--- config.mk ---
export PLATFORM = sky130hd
export DESIGN_NAME = xintf_ram_arbiter
export DESIGN_NICKNAME = d
export VERILOG_FILES = /design/src/rtl/xintf_ram_arbiter.sv
export SDC_FILE = /design/constraint.sdc
export NUM_CORES = 1
export LEC_CHECK = 0
export CORE_MARGIN = 3
export CORE_UTILIZATION = 30
export DETAILED_ROUTE_END_ITERATION = 10
export DONT_BUFFER_PORTS = 1
export HOLD_SLACK_MARGIN = 0.05
export PLACE_DENSITY_LB_ADDON = 0.15
export SYNTH_ARGS = -nofsm -noshare
export SYNTH_HDL_FRONTEND = slang
export SYNTH_SLANG_ARGS = --single-unit
--- constraint.sdc ---
create_clock -name i_clk -period 3.3 [get_ports i_clk]
set_clock_uncertainty 0.1 [all_clocks]
set_input_delay 0 -clock i_clk [delete_from_list [all_inputs] [get_ports i_clk]]
set_output_delay 0 -clock i_clk [all_outputs]
set_load 0.05 [all_outputs]
--- src/rtl/xintf_ram_arbiter.sv ---
// xintf_ram_arbiter
//   Shares a single XINTF DPBRAM port between N_REQ burst requesters.
//   Arbitration is round-robin. A burst keeps the grant while its request
//   stays high. When another requester is waiting, a hold limit ends the
//   burst after MAX_HOLD accesses. Each read is tagged with its requester
//   and the read data is returned to that requester.
//
// Ports
//   i_clk, i_rst     clock, asynchronous active-high reset
//   i_req / i_we     per-requester burst request and write select
//   i_addr / i_din   packed per-requester address and write data
//                    (requester k at [k*W +: W])
//   o_gnt            registered one-hot grant
//   o_ram_*          DPBRAM address, data, enable and write enable
//   i_ram_dout       DPBRAM read data, RD_LAT cycles after o_ram_ce
//   o_rd_data        registered read return data
//   o_rd_valid       one-hot read return strobe to the issuing requester
//   o_owner          index of the current or last granted requester
//   o_busy           high whenever the arbiter is not idle
module xintf_ram_arbiter #(
  parameter int N_REQ    = 2,
  parameter int ADDR_W   = 9,
  parameter int DATA_W   = 16,
  parameter int RD_LAT   = 1,
  parameter int MAX_HOLD = 64
) (
  input  logic                      i_clk,
  input  logic                      i_rst,
  input  logic [N_REQ-1:0]          i_req,
  input  logic [N_REQ-1:0]          i_we,
  input  logic [N_REQ*ADDR_W-1:0]   i_addr,
  input  logic [N_REQ*DATA_W-1:0]   i_din,
  output logic [N_REQ-1:0]          o_gnt,
  output logic [ADDR_W-1:0]         o_ram_addr,
  output logic [DATA_W-1:0]         o_ram_din,
  output logic                      o_ram_ce,
  output logic                      o_ram_we,
  input  logic [DATA_W-1:0]         i_ram_dout,
  output logic [DATA_W-1:0]         o_rd_data,
  output logic [N_REQ-1:0]          o_rd_valid,
  output logic [1:0]                o_owner,
  output logic                      o_busy
);

  localparam int         CNT_W   = $clog2(MAX_HOLD + 1);
  localparam logic [1:0] RR_INIT = 2'(N_REQ - 1);

  typedef enum logic [1:0] {
    IDLE    = 2'd0,
    GRANT   = 2'd1,
    RELEASE = 2'd2
  } state_t;

  state_t             state, state_nxt;
  logic [N_REQ-1:0]   gnt_nxt;
  logic [1:0]         owner_nxt;
  logic [1:0]         rr, rr_nxt;
  logic [CNT_W-1:0]   hold_cnt, hold_cnt_nxt;
  logic               accept;
  logic               req_own;
  logic               others;
  logic [1:0]         win;
  logic               win_found;
  logic [2:0]         idx;
  logic               sel_we;
  logic [ADDR_W-1:0]  sel_addr;
  logic [DATA_W-1:0]  sel_din;
  logic [1:0]         ram_tag;

  // Read tag pipe: stage s is valid s+1 cycles after the o_ram_ce cycle.
  logic               rd_vld_p [RD_LAT];
  logic [1:0]         rd_tag_p [RD_LAT];

  // The hold count stops at MAX_HOLD, so a lone requester can keep the
  // grant for as long as it wants.
  function automatic logic [CNT_W-1:0] sat_inc(input logic [CNT_W-1:0] v);
    if (v >= CNT_W'(MAX_HOLD)) return v;
    return v + CNT_W'(1);
  endfunction

  function automatic logic [N_REQ-1:0] to_onehot(input logic [1:0] k);
    logic [N_REQ-1:0] v;
    v = '0;
    for (int j = 0; j < N_REQ; j++)
      if (k == 2'(j)) v[j] = 1'b1;
    return v;
  endfunction

  assign req_own = |(i_req & o_gnt);
  assign others  = |(i_req & ~o_gnt);
  assign o_busy  = (state != IDLE);

  // Round-robin search. Start at rr+1 and wrap around. rr itself is
  // checked last.
  always_comb begin
    win       = '0;
    win_found = 1'b0;
    idx       = '0;
    for (int i = 1; i <= N_REQ; i++) begin
      idx = {1'b0, rr} + 3'(i);
      if (idx >= 3'(N_REQ)) idx = idx - 3'(N_REQ);
      for (int j = 0; j < N_REQ; j++)
        if (!win_found && idx == 3'(j) && i_req[j]) begin
          win       = 2'(j);
          win_found = 1'b1;
        end
    end
  end

  // Take the access fields from the granted requester. o_gnt is one-hot
  // or zero.
  always_comb begin
    sel_we   = 1'b0;
    sel_addr = '0;
    sel_din  = '0;
    for (int j = 0; j < N_REQ; j++)
      if (o_gnt[j]) begin
        sel_we   = i_we[j];
        sel_addr = i_addr[j*ADDR_W +: ADDR_W];
        sel_din  = i_din[j*DATA_W +: DATA_W];
      end
  end

  always_comb begin
    state_nxt    = state;
    gnt_nxt      = o_gnt;
    owner_nxt    = o_owner;
    rr_nxt       = rr;
    hold_cnt_nxt = hold_cnt;
    accept       = 1'b0;
    case (state)
      IDLE: begin
        if (win_found) begin
          state_nxt    = GRANT;
          gnt_nxt      = to_onehot(win);
          owner_nxt    = win;
          rr_nxt       = win;
          hold_cnt_nxt = '0;
        end
      end
      GRANT: begin
        if (!req_own) begin
          state_nxt = RELEASE;
          gnt_nxt   = '0;
        end else begin
          accept       = 1'b1;
          hold_cnt_nxt = sat_inc(hold_cnt);
          if (hold_cnt_nxt == CNT_W'(MAX_HOLD) && others) begin
            state_nxt = RELEASE;
            gnt_nxt   = '0;
          end
        end
      end
      RELEASE: begin
        state_nxt = IDLE;
        gnt_nxt   = '0;
      end
      default: begin
        state_nxt = IDLE;
        gnt_nxt   = '0;
      end
    endcase
  end

  always_ff @(posedge i_clk or posedge i_rst) begin
    if (i_rst) begin
      state    <= IDLE;
      o_gnt    <= '0;
      o_owner  <= '0;
      rr       <= RR_INIT;
      hold_cnt <= '0;
    end else begin
      state    <= state_nxt;
      o_gnt    <= gnt_nxt;
      o_owner  <= owner_nxt;
      rr       <= rr_nxt;
      hold_cnt <= hold_cnt_nxt;
    end
  end

  // RAM command stage: one access for each accepted grant cycle.
  always_ff @(posedge i_clk or posedge i_rst) begin
    if (i_rst) begin
      o_ram_ce   <= 1'b0;
      o_ram_we   <= 1'b0;
      o_ram_addr <= '0;
      o_ram_din  <= '0;
      ram_tag    <= '0;
    end else begin
      o_ram_ce <= accept;
      o_ram_we <= accept & sel_we;
      if (accept) begin
        o_ram_addr <= sel_addr;
        o_ram_din  <= sel_din;
        ram_tag    <= o_owner;
      end
    end
  end

  // Read tag pipe: the tag travels while the DPBRAM produces the data.
  always_ff @(posedge i_clk or posedge i_rst) begin
    if (i_rst) begin
      for (int s = 0; s < RD_LAT; s++) begin
        rd_vld_p[s] <= 1'b0;
        rd_tag_p[s] <= '0;
      end
    end else begin
      rd_vld_p[0] <= o_ram_ce & ~o_ram_we;
      rd_tag_p[0] <= ram_tag;
      for (int s = 1; s < RD_LAT; s++) begin
        rd_vld_p[s] <= rd_vld_p[s-1];
        rd_tag_p[s] <= rd_tag_p[s-1];
      end
    end
  end

  // Return stage: register the read data and strobe the tagged requester.
  always_ff @(posedge i_clk or posedge i_rst) begin
    if (i_rst) begin
      o_rd_valid <= '0;
      o_rd_data  <= '0;
    end else begin
      o_rd_valid <= rd_vld_p[RD_LAT-1] ? to_onehot(rd_tag_p[RD_LAT-1]) : '0;
      if (rd_vld_p[RD_LAT-1]) o_rd_data <= i_ram_dout;
    end
  end

endmodule

Yosys cells after proc, flatten, opt, wreduce, memory -nomap -nowiden
Index checks and enable logic that the tools add are counted.
{"block": "classes", "mux": 40, "n_reduce_logical": 23, "eq_ne": 9, "magnitude_cmp": 3, "n_bitwise": 6, "add_sub_neg": 5}
{"cell": "7-bit two-way mux", "count": 6}
{"cell": "16-bit two-way mux", "count": 2}
{"cell": "2-bit two-way mux", "count": 9}
{"cell": "9-bit two-way mux", "count": 2}
{"cell": "1-bit two-way mux", "count": 16}
{"cell": "7-bit one-hot mux with 2 select lines", "count": 1}
{"cell": "1-bit logical AND", "count": 8}
{"cell": "2-bit one-hot mux with 2 select lines", "count": 2}
{"cell": "7-bit by 1-bit adder with 7-bit output, second input constant", "count": 1}
{"cell": "7-bit == test, second input constant", "count": 1}
{"cell": "7-bit >= comparator, second input constant", "count": 1}
{"cell": "2-bit by 1-bit == test with 1-bit output, second input constant", "count": 3}
{"cell": "3-bit by 1-bit == test with 1-bit output, second input constant", "count": 2}
{"cell": "3-bit by 2-bit >= comparator with 1-bit output, second input constant", "count": 2}
{"cell": "2-bit zero test", "count": 3}
{"cell": "3-bit zero test", "count": 2}
{"cell": "3-bit two-way mux", "count": 2}
{"cell": "3-bit by 2-bit subtractor with 3-bit output, second input constant", "count": 2}
{"cell": "2-bit bitwise AND", "count": 2}
{"cell": "2-bit != test, second input constant", "count": 2}
{"cell": "2-bit AND reduction", "count": 2}
{"cell": "2-bit nonzero test", "count": 2}
{"cell": "2-bit OR reduction", "count": 2}
{"cell": "2-bit by 1-bit adder with 3-bit output, second input constant", "count": 1}
{"cell": "other kinds (7)", "count": 10}
{"block": "totals", "reg_bits": 65}

Depth between registers and ports, before layout
Gate-level depths: netlist of run 1.
{"block": "depth", "depth_word": 22, "depth_mapped": 7}

Worst setup path after synthesis of run 1
OpenSTA, ideal clock, no wires.
{"block": "synth_path", "kind": "register to register", "startpoint": "register o_gnt[0]", "endpoint": "register hold_cnt[5]", "setup_ps": 118, "path_slack_ps": 1259, "arrival_time_ps": 1823, "synth_period_minus_slack_ps": 2041, "stages_incl_launch_ff": 7, "n_path_buf": 1, "path_cell_list": "dfrtp_1 > a22oi_2 > or2_1 > buf_4 > inv_2 > mux2_2 > a21o_1"}
{"block": "synth_between", "elab_chain_len": 4}
{"element": "start, declared", "line_no": "33", "text": "output logic [N_REQ-1:0] o_gnt,"}
{"element": "start signal, assigned", "line_no": "174", "text": "o_gnt <= gnt_nxt;"}
{"element": "2-bit bitwise AND", "line_no": "89", "text": "assign req_own = |(i_req & o_gnt);"}
{"element": "2-bit OR reduction", "line_no": "89"}
{"element": "2-bit != test (no line)"}
{"element": "3-bit AND reduction (no line)"}
{"element": "end signal, assigned", "line_no": "177", "text": "hold_cnt <= hold_cnt_nxt;"}
{"element": "end, declared", "line_no": "58", "text": "logic [CNT_W-1:0] hold_cnt, hold_cnt_nxt;"}
No other way between the ends.
A chain may end at the register's enable or synchronous reset.

Final worst setup path of run 1
{"block": "layout_path", "startpoint": "register o_gnt[0]", "endpoint": "register o_ram_din[5]"}
{"block": "layout_between", "elab_chain_len": 4}
{"element": "2-bit bitwise AND", "line_no": "89"}
{"element": "2-bit OR reduction", "line_no": "89"}
{"element": "1-bit two-way mux", "line_no": "142", "text": "if (!req_own) begin"}
{"element": "1-bit two-way mux", "line_no": "131", "text": "case (state)"}
{"element": "end signal, assigned", "line_no": "194", "text": "o_ram_din <= sel_din;"}
{"element": "end, declared", "line_no": "35", "text": "output logic [DATA_W-1:0] o_ram_din,"}
Several ways; a longest one is shown, not always the timed one.

==> results.toml, run 1 <==
[timing]
setup_tns_ns = 0
rsz0062_at_grt = "false"
final.period_utilization_pct = 82.10
hold_violations = 0
slew_headroom_pct = 26.06
setup_violations = 0
period_needed_ns = 2.709
setup_slack_ns = 0.5906
slew_violations = 0
tightest_slew_ns = 1.108
max_freq_mhz = 369.1

[synth]
seq_area_frac_synth_pct = 55.78
synth_top_area_cell = "dfrtp_1"
synth_top_area_share_pct = 54.82
yosysUniqueCellTypes = 46
yosys_warnings = 0
async_flop_share_pct = 100.0
synth_seq_cells = 61
synth_enable_flop_cells = 0
synth_area_mm2 = 0.002739
ys_top_cells_by_area = "dfrtp_1 (55%), mux2_2 (7.8%), a221oi_1 (7.7%), nor2_1 (7.4%), nand2_1 (1.6%)"
synth_cells = 253
synthFlopType = "dfrtp_1"
syn-num-nets = 327
avgSynthCellArea_um2 = 10.83
synth_top_cells_by_count = "dfrtp_1 (60), nor2_1 (54), a221oi_1 (24), mux2_2 (19), nand2_1 (12)"
synth.most_common_cell = "dfrtp_1"

[clocking]
cts_buffers = 9
worstSkewPairLatency_ns = 0.33
cts_buffer_depth = 2
clkSlewWorstSetupHoldPaths_ns = 0.07
post_cts_buffers = 0
cts_hold_buf = 73
cts.repair.resized = 0
htreeDepth = 3
cts.sinks = 61
tritoncts = "yes"
clock-root-buffer = "clkbuf_8"

[die]
core_mm2 = 0.008806
io_pins = 122
die_x_um = 101.6
start_util_pct = 31.10
rows = 34
die_area_mm2 = 0.01031
fp.dieH_um = 101.6

[placement]
gp_congestion = 0.7416
pre_cts_slack_ns = 1.088
port-buffer-count = 0
dpl.hpwl_mm = 4.245

[drt]
wl_mm = 7.205
drc = 0
firstDrtPassIters = 6
num_vias = 2189
wl_per_cell_um = 16.45
antenna_left = 0
drtIter0Drc = 79
viasPerCell = 4.998

[run]
maxCapViolCount = 0

[global_routing]
antenna_found_initial = 0
grtUsageMet2_pct = 22.13
top_usage_layer = "met2"
grt_overflow = 0
use_met3_pct = 5.441
grt_pass1_wl_mm = 11.00
grt_pass1_vias = 2256
use_met1_pct = 16.88
grt_max_degree = 42
grt_use_total_pct = 13.81

[finish]
n_antenna_cell = 0
fin_nets = 399
fill_cells = 825
drive_gt1_share_pct = 15.15
area_growth_pct = 38.47

[critical_path]
cp.required_ns = 3.46
worst-endpoint-arrival_ns = 2.87
rrSetupSlack_ns = 0.59
cp-start-kind = "register"
r2r_end = "o_ram_din[5]$_DFFE_PP0P_"
cp_max_fo = 25
crit_family = "buffers and inverters"
r2r_start = "o_gnt[0]$_DFFE_PP0P_"
path_class = "register to register"
critPathSlowestCell = "nor2_2"
end_kind = "register"
path_cells = "buf_4, inv_1, nor2_2, a221oi_1, dlygate4sd3_1, nor2_1"
critPathBufInv = 3
slowest_delay_ns = 0.84
r2r_cells = 6

[pwr]
p_int_uw = 1916
p_seq_share_pct = 57.1
p_leak_uw = 0.001695
pwr-share-comb_pct = 23.9
power_density_mw_per_mm2 = 1024
power.share.clock_pct = 19.1
p_sw_share_pct = 50.65
p_switching_uw = 1967
ir_drop_mv = 0.4724

[worst_hold_path]
hold_depth = 4
min_from = "i_req[0]"
worstHoldEndpoint = "hold_cnt[2]$_DFFE_PP0P_"
hold_path_class = "input port to register"

[run_status]
status = "complete, no violations"
## cells by family after synthesis
| group | synth area share [%] |
|---|---|
| multiplexers | 8.543 |
| AND/OR/NAND/NOR | 14.66 |
| XOR/XNOR | 0.6397 |
| buffers and inverters | 3.974 |
| other | 0.1369 |
| adder cells (fa/ha/maj) | 0.9135 |
| flip-flops | 55.78 |
| AO/OA/AOI/OAI | 15.35 |
## sequential cells by signal, indices dropped and copies added, names as in the netlist
name and flops:
hold_cnt 7, o_gnt 2, o_owner 1, o_ram_addr 9, o_ram_ce 1, o_ram_din 16, o_ram_we 1, o_rd_data 16
o_rd_valid 2, ram_tag 1, rd_tag_p 1, rd_vld_p 1, rr 1, state 2
## layer usage
metal | wire [µm] | part of all wire (%) | up-vias
li1 | - | - | 1043
met1 | 3106 | 43 | 1045
met2 | 3420 | 47 | 95
met3 | 619 | 8.6 | 6
met4 | 58 | 0.80 | 0
met5 | 0 | 0 | -
## layout make-up
type	count	area [µm²]	area share (%)
Sequential cell	61	1528	40.28
Tap cell	108	135.1	3.563
Clock inverter	7	98.84	2.606
Multi-Input combinational cell	167	1105	29.13
Timing Repair Buffer	79	775.7	20.46
Clock buffer	9	123.9	3.266
Inverter	7	26.28	0.6928
## worst max-delay path by stage
stage,slack [ns],endpoint,startpoint,cells after the start
2_1_floorplan,1.26,hold_cnt[5]$_DFFE_PP0P_,o_gnt[0]$_DFFE_PP0P_,6
3_3_place_gp,1.11,hold_cnt[5]$_DFFE_PP0P_,o_gnt[1]$_DFFE_PP0P_,7
3_5_place_dp,1.09,hold_cnt[5]$_DFFE_PP0P_,o_gnt[1]$_DFFE_PP0P_,7
4_1_cts,0.68,o_ram_din[8]$_DFFE_PP0P_,o_gnt[0]$_DFFE_PP0P_,6
5_1_grt,0.40,o_ram_din[5]$_DFFE_PP0P_,o_gnt[0]$_DFFE_PP0P_,6
6_report,0.59,o_ram_din[5]$_DFFE_PP0P_,o_gnt[0]$_DFFE_PP0P_,6
## placed cells by master, fill, tap and decap left out, types with 2 or more instances in the layout
master,count
nand2_1,12
nor2b_1,3
nand2b_1,3
mux2i_1,2
nand3_1,2
buf_4,6
dfrtp_1,60
inv_1,5
mux2_2,19
a221oi_1,24
or2_1,2
a21o_1,4
a21oi_1,7
clkbuf_8,9
ha_1,2
a211oi_1,2
o22ai_1,2
nor2_1,53
clkinv_4,2
nor3_1,5
inv_2,2
dlygate4sd3_1,73
bufinv_16,2
a2bb2oi_1,2
## power by group through the flow
stage	logic, µW	registers, µW	clock network, µW
6_report	926	2220	741
5_1_grt	1040	2260	798
4_1_cts	921	2220	769
3_5_place_dp	784	2240	0
3_3_place_gp	767	2240	0
2_1_floorplan	619	2190	0
## metrics by stage
| stage | total power, µW | util (%) | instances | hold WS (ns) | area, µm² |
|---|---|---|---|---|---|
| after global routing | 4098 | 43.07 | 438 | 0.08441 | 3792 |
| after CTS | 3909 | 43.07 | 438 | 0.05572 | 3792 |
| after detailed placement | 3020 | 32.24 | 349 | 0.02132 | 2839 |
| after floorplan | 2811 | - | 253 | 0.05170 | 2739 |
| after global placement | 3006 | 32.24 | 349 | 0.01568 | 2839 |
| final | 3883 | 43.07 | 438 | 0.07002 | 3792 |
## worst min-delay path, cell delays in order
cell and delay (ns):
a22oi_2 0.09, nor3_1 0.19, a21oi_1 0.06, mux2i_1 0.12
No activity file was read; power rests on OpenSTA's default activity.
==> run 2: changes to the inputs <==
Settings changed: ABC_AREA from default to 1.
Clock period 3.3 ns to 2.2 ns, I/O delays scaled along.
==> run 2 against run 1 <==
Compared with the run above:
- sequential share of layout area is 0.46 points higher
- maximum frequency is 32% higher
- global-route usage is 0.70 points higher
- combinational power is 74% higher
- cell count is 12% higher
- non-clock buffer count is 4 higher
- routed wire length is 0.96% higher
- sequential power is 28% higher
- highest routed layer unchanged
- clock power is 34% higher
- largest power group unchanged
- area after synthesis is 2.0% lower
- die area is 1.9% lower
- critical endpoint is now rr[0]$_DFFE_PP1P_
- sequential cell count stayed put
==> results.toml, run 2 <==
[drt]
firstDrtPassIters = 4
viasPerCell = 4.728
num_vias = 2312
drtIter0Drc = 108
wl_mm = 7.274
wl_per_cell_um = 14.88
drc = 0
antenna_left = 0

[global_routing]
grt_use_total_pct = 14.50
use_met1_pct = 17.16
grt_overflow = 0
grt_pass1_vias = 2388
grt_max_degree = 33
grt_pass1_wl_mm = 11.50
grtUsageMet2_pct = 24.25
use_met3_pct = 5.536
top_usage_layer = "met2"
antenna_found_initial = 0

[finish]
fin_nets = 453
drive_gt1_share_pct = 10.94
fin_util_pct = 44.33
layout_common_cells = "nand2_1 (102), dlygate4sd3_1 (73), dfrtp_1 (59)"
area_growth_pct = 39.75
final_common_cell = "nand2_1"
n_antenna_cell = 0
fill_cells = 799
stdcell_area_mm2 = 0.003752
reg_top3 = "o_ram_din (16), o_rd_data (16), o_ram_addr (9)"

[pwr]
ir_drop_mv = 0.4558
power_density_mw_per_mm2 = 1451
p_leak_uw = 0.001704

[critical_path]
path_class = "register to register"
end_kind = "register"
cp-start-kind = "register"
slowest_delay_ns = 0.57
cp.required_ns = 2.37
path_cells = "a21oi_1, dlygate4sd3_1, nand2_1, nand2_1, dlygate4sd3_1"
worst-endpoint-arrival_ns = 2.22
cp_max_fo = 3
critPathSlowestCell = "dlygate4sd3_1"

[die]
io_pins = 122
core_mm2 = 0.008464
die_x_um = 100.6
die_area_mm2 = 0.01012
rows = 33
fp.dieH_um = 100.6
start_util_pct = 31.72

[timing]
hold_violations = 0
tightest_slew_ns = 0.6284
hold_ws_ns = 0.09977
setup_tns_ns = 0
setup_slack_ns = 0.1442
rsz0062_at_grt = "false"
final.period_utilization_pct = 93.45
slew_violations = 0
period_needed_ns = 2.056
max_freq_mhz = 486.4
slew_headroom_pct = 58.04
setup_violations = 0

[synth]
synth_seq_cells = 61
synth_fa_ha_area_share_pct = 0.9320
synth_cells = 300
synth_top_cells_by_count = "nand2_1 (103), dfrtp_1 (60), a22oi_1 (26), o21ai_0 (24), inv_1 (23)"
synth_enable_flop_cells = 0
synth_xor_area_share_pct = 0
synthMuxAreaShare_pct = 0
synth_top_family_by_area = "simple AND/OR/NAND/NOR gates"
synth_top_area_cell = "dfrtp_1"
synthSimpleGateAreaFrac_pct = 19.66
synth_top_area_share_pct = 55.92
synth_area_mm2 = 0.002685
syn-num-nets = 374
seq_area_frac_synth_pct = 56.90
avgSynthCellArea_um2 = 8.950
synthFlopType = "dfrtp_1"
synth.most_common_cell = "nand2_1"
async_flop_share_pct = 100.0
synth_compound_area_share_pct = 15.61
yosysUniqueCellTypes = 27
ys_top_cells_by_area = "dfrtp_1 (56%), nand2_1 (14%), a22oi_1 (7.3%), o21ai_0 (4.5%), inv_1 (3.2%)"
yosys_warnings = 0

[clocking]
cts_buffer_depth = 2
clock-root-buffer = "clkbuf_8"
htreeDepth = 3
cts_buffers = 9
worstSkewPairLatency_ns = 0.34
clkSlewWorstSetupHoldPaths_ns = 0.08
tritoncts = "yes"
cts.sinks = 61

[run_status]
status = "complete, no violations"

[worst_hold_path]
hold_path_class = "input port to async pin"

[placement]
port-buffer-count = 0
dpl.hpwl_mm = 4.682
gp_congestion = 0.7460
pre_cts_slack_ns = 0.4866
place_area_mm2 = 0.002809

[run]
maxCapViolCount = 0
[run 2: cell types whose count changed in the layout (fill, tap and decap cells not counted), sizes merged, moves of 5 or more]
cell and change:
inv +19, nand2 +96, nor3 -5, nor2 -44, o21ai +34, a221oi -24, a22oi +24, a21oi -5
mux2 -19
[run 2: power by group]
group	leakage (µW)	switching (µW)	total, µW	internal, µW
clock	0.000100	466	994	528
combinational	0.000813	860	1610	750
sequential	0.000791	1360	2840	1480
[run 2: timing repair]
action | 4_1_cts | 5_1_grt
setup buffers | 0 | 2
hold buffers | 73 | 0
resized for setup | 0 | 0
endpoints found under the hold margin | 96 | 0
setup endpoints to repair | 0 | 6
[run 2: cell type report]
class / count / area (µm²) / share of cell area [%]
clock inverter: 7 / 73.82 / 1.967
timing repair buffer: 83 / 818.3 / 21.81
multi-input combinational: 198 / 978.4 / 26.08
clock buffer: 9 / 123.9 / 3.301
tap: 105 / 131.4 / 3.501
inverter: 26 / 97.59 / 2.601
sequential: 61 / 1529 / 40.75
[run 2: per-layer routing]
layer  share of wire, %  wire, µm
met3                8.3       601
met1                 42      3071
met2                 49      3544
met4               0.78        57
met5                  0         0
[run 2: kinds of logic (layout without fill, tap and decap cells)]
family,after synthesis,in the layout
flops,61,61
compound gates,68,68
other cells,1,1
simple gates,127,127
buf+inv,41,125
fa+ha+maj,2,2
[run 2: final timing paths]
check                                  startpoint                       end  slack (ns)  depth (start not counted)
max                             rr[0]$_DFFE_PP1P_         rr[0]$_DFFE_PP1P_        0.14                          5
min                                         i_rst   o_rd_valid[1]$_DFF_PP0_         0.1                          2
max reg2reg                     rr[0]$_DFFE_PP1P_         rr[0]$_DFFE_PP1P_        0.14                          5
min reg2reg                ram_tag[0]$_DFFE_PP0P_     rd_tag_p[0]$_DFF_PP0_        0.28                          0
max in group asynchronous                   i_rst         rr[0]$_DFFE_PP1P_        1.16                          3
min in group i_clk                  i_ram_dout[6]  o_rd_data[6]$_DFFE_PP0P_        0.22                          3
[run 2: stage by stage]
step / cells / power (µW)
after floorplan: 300 / 3728
after detailed placement: 398 / 4070
after CTS: 487 / 5465
final: 489 / 5446
after global routing: 489 / 5813
after global placement: 398 / 4050
[run 2: worst max-delay path: cells and delay by family, from the launching register on]
family	cells	cell delay, ns
buffers and inverters	2	1.12
and+or+nand+nor	2	0.17
AOI/OAI and AO/OA	1	0.07
DFF	1	0.53
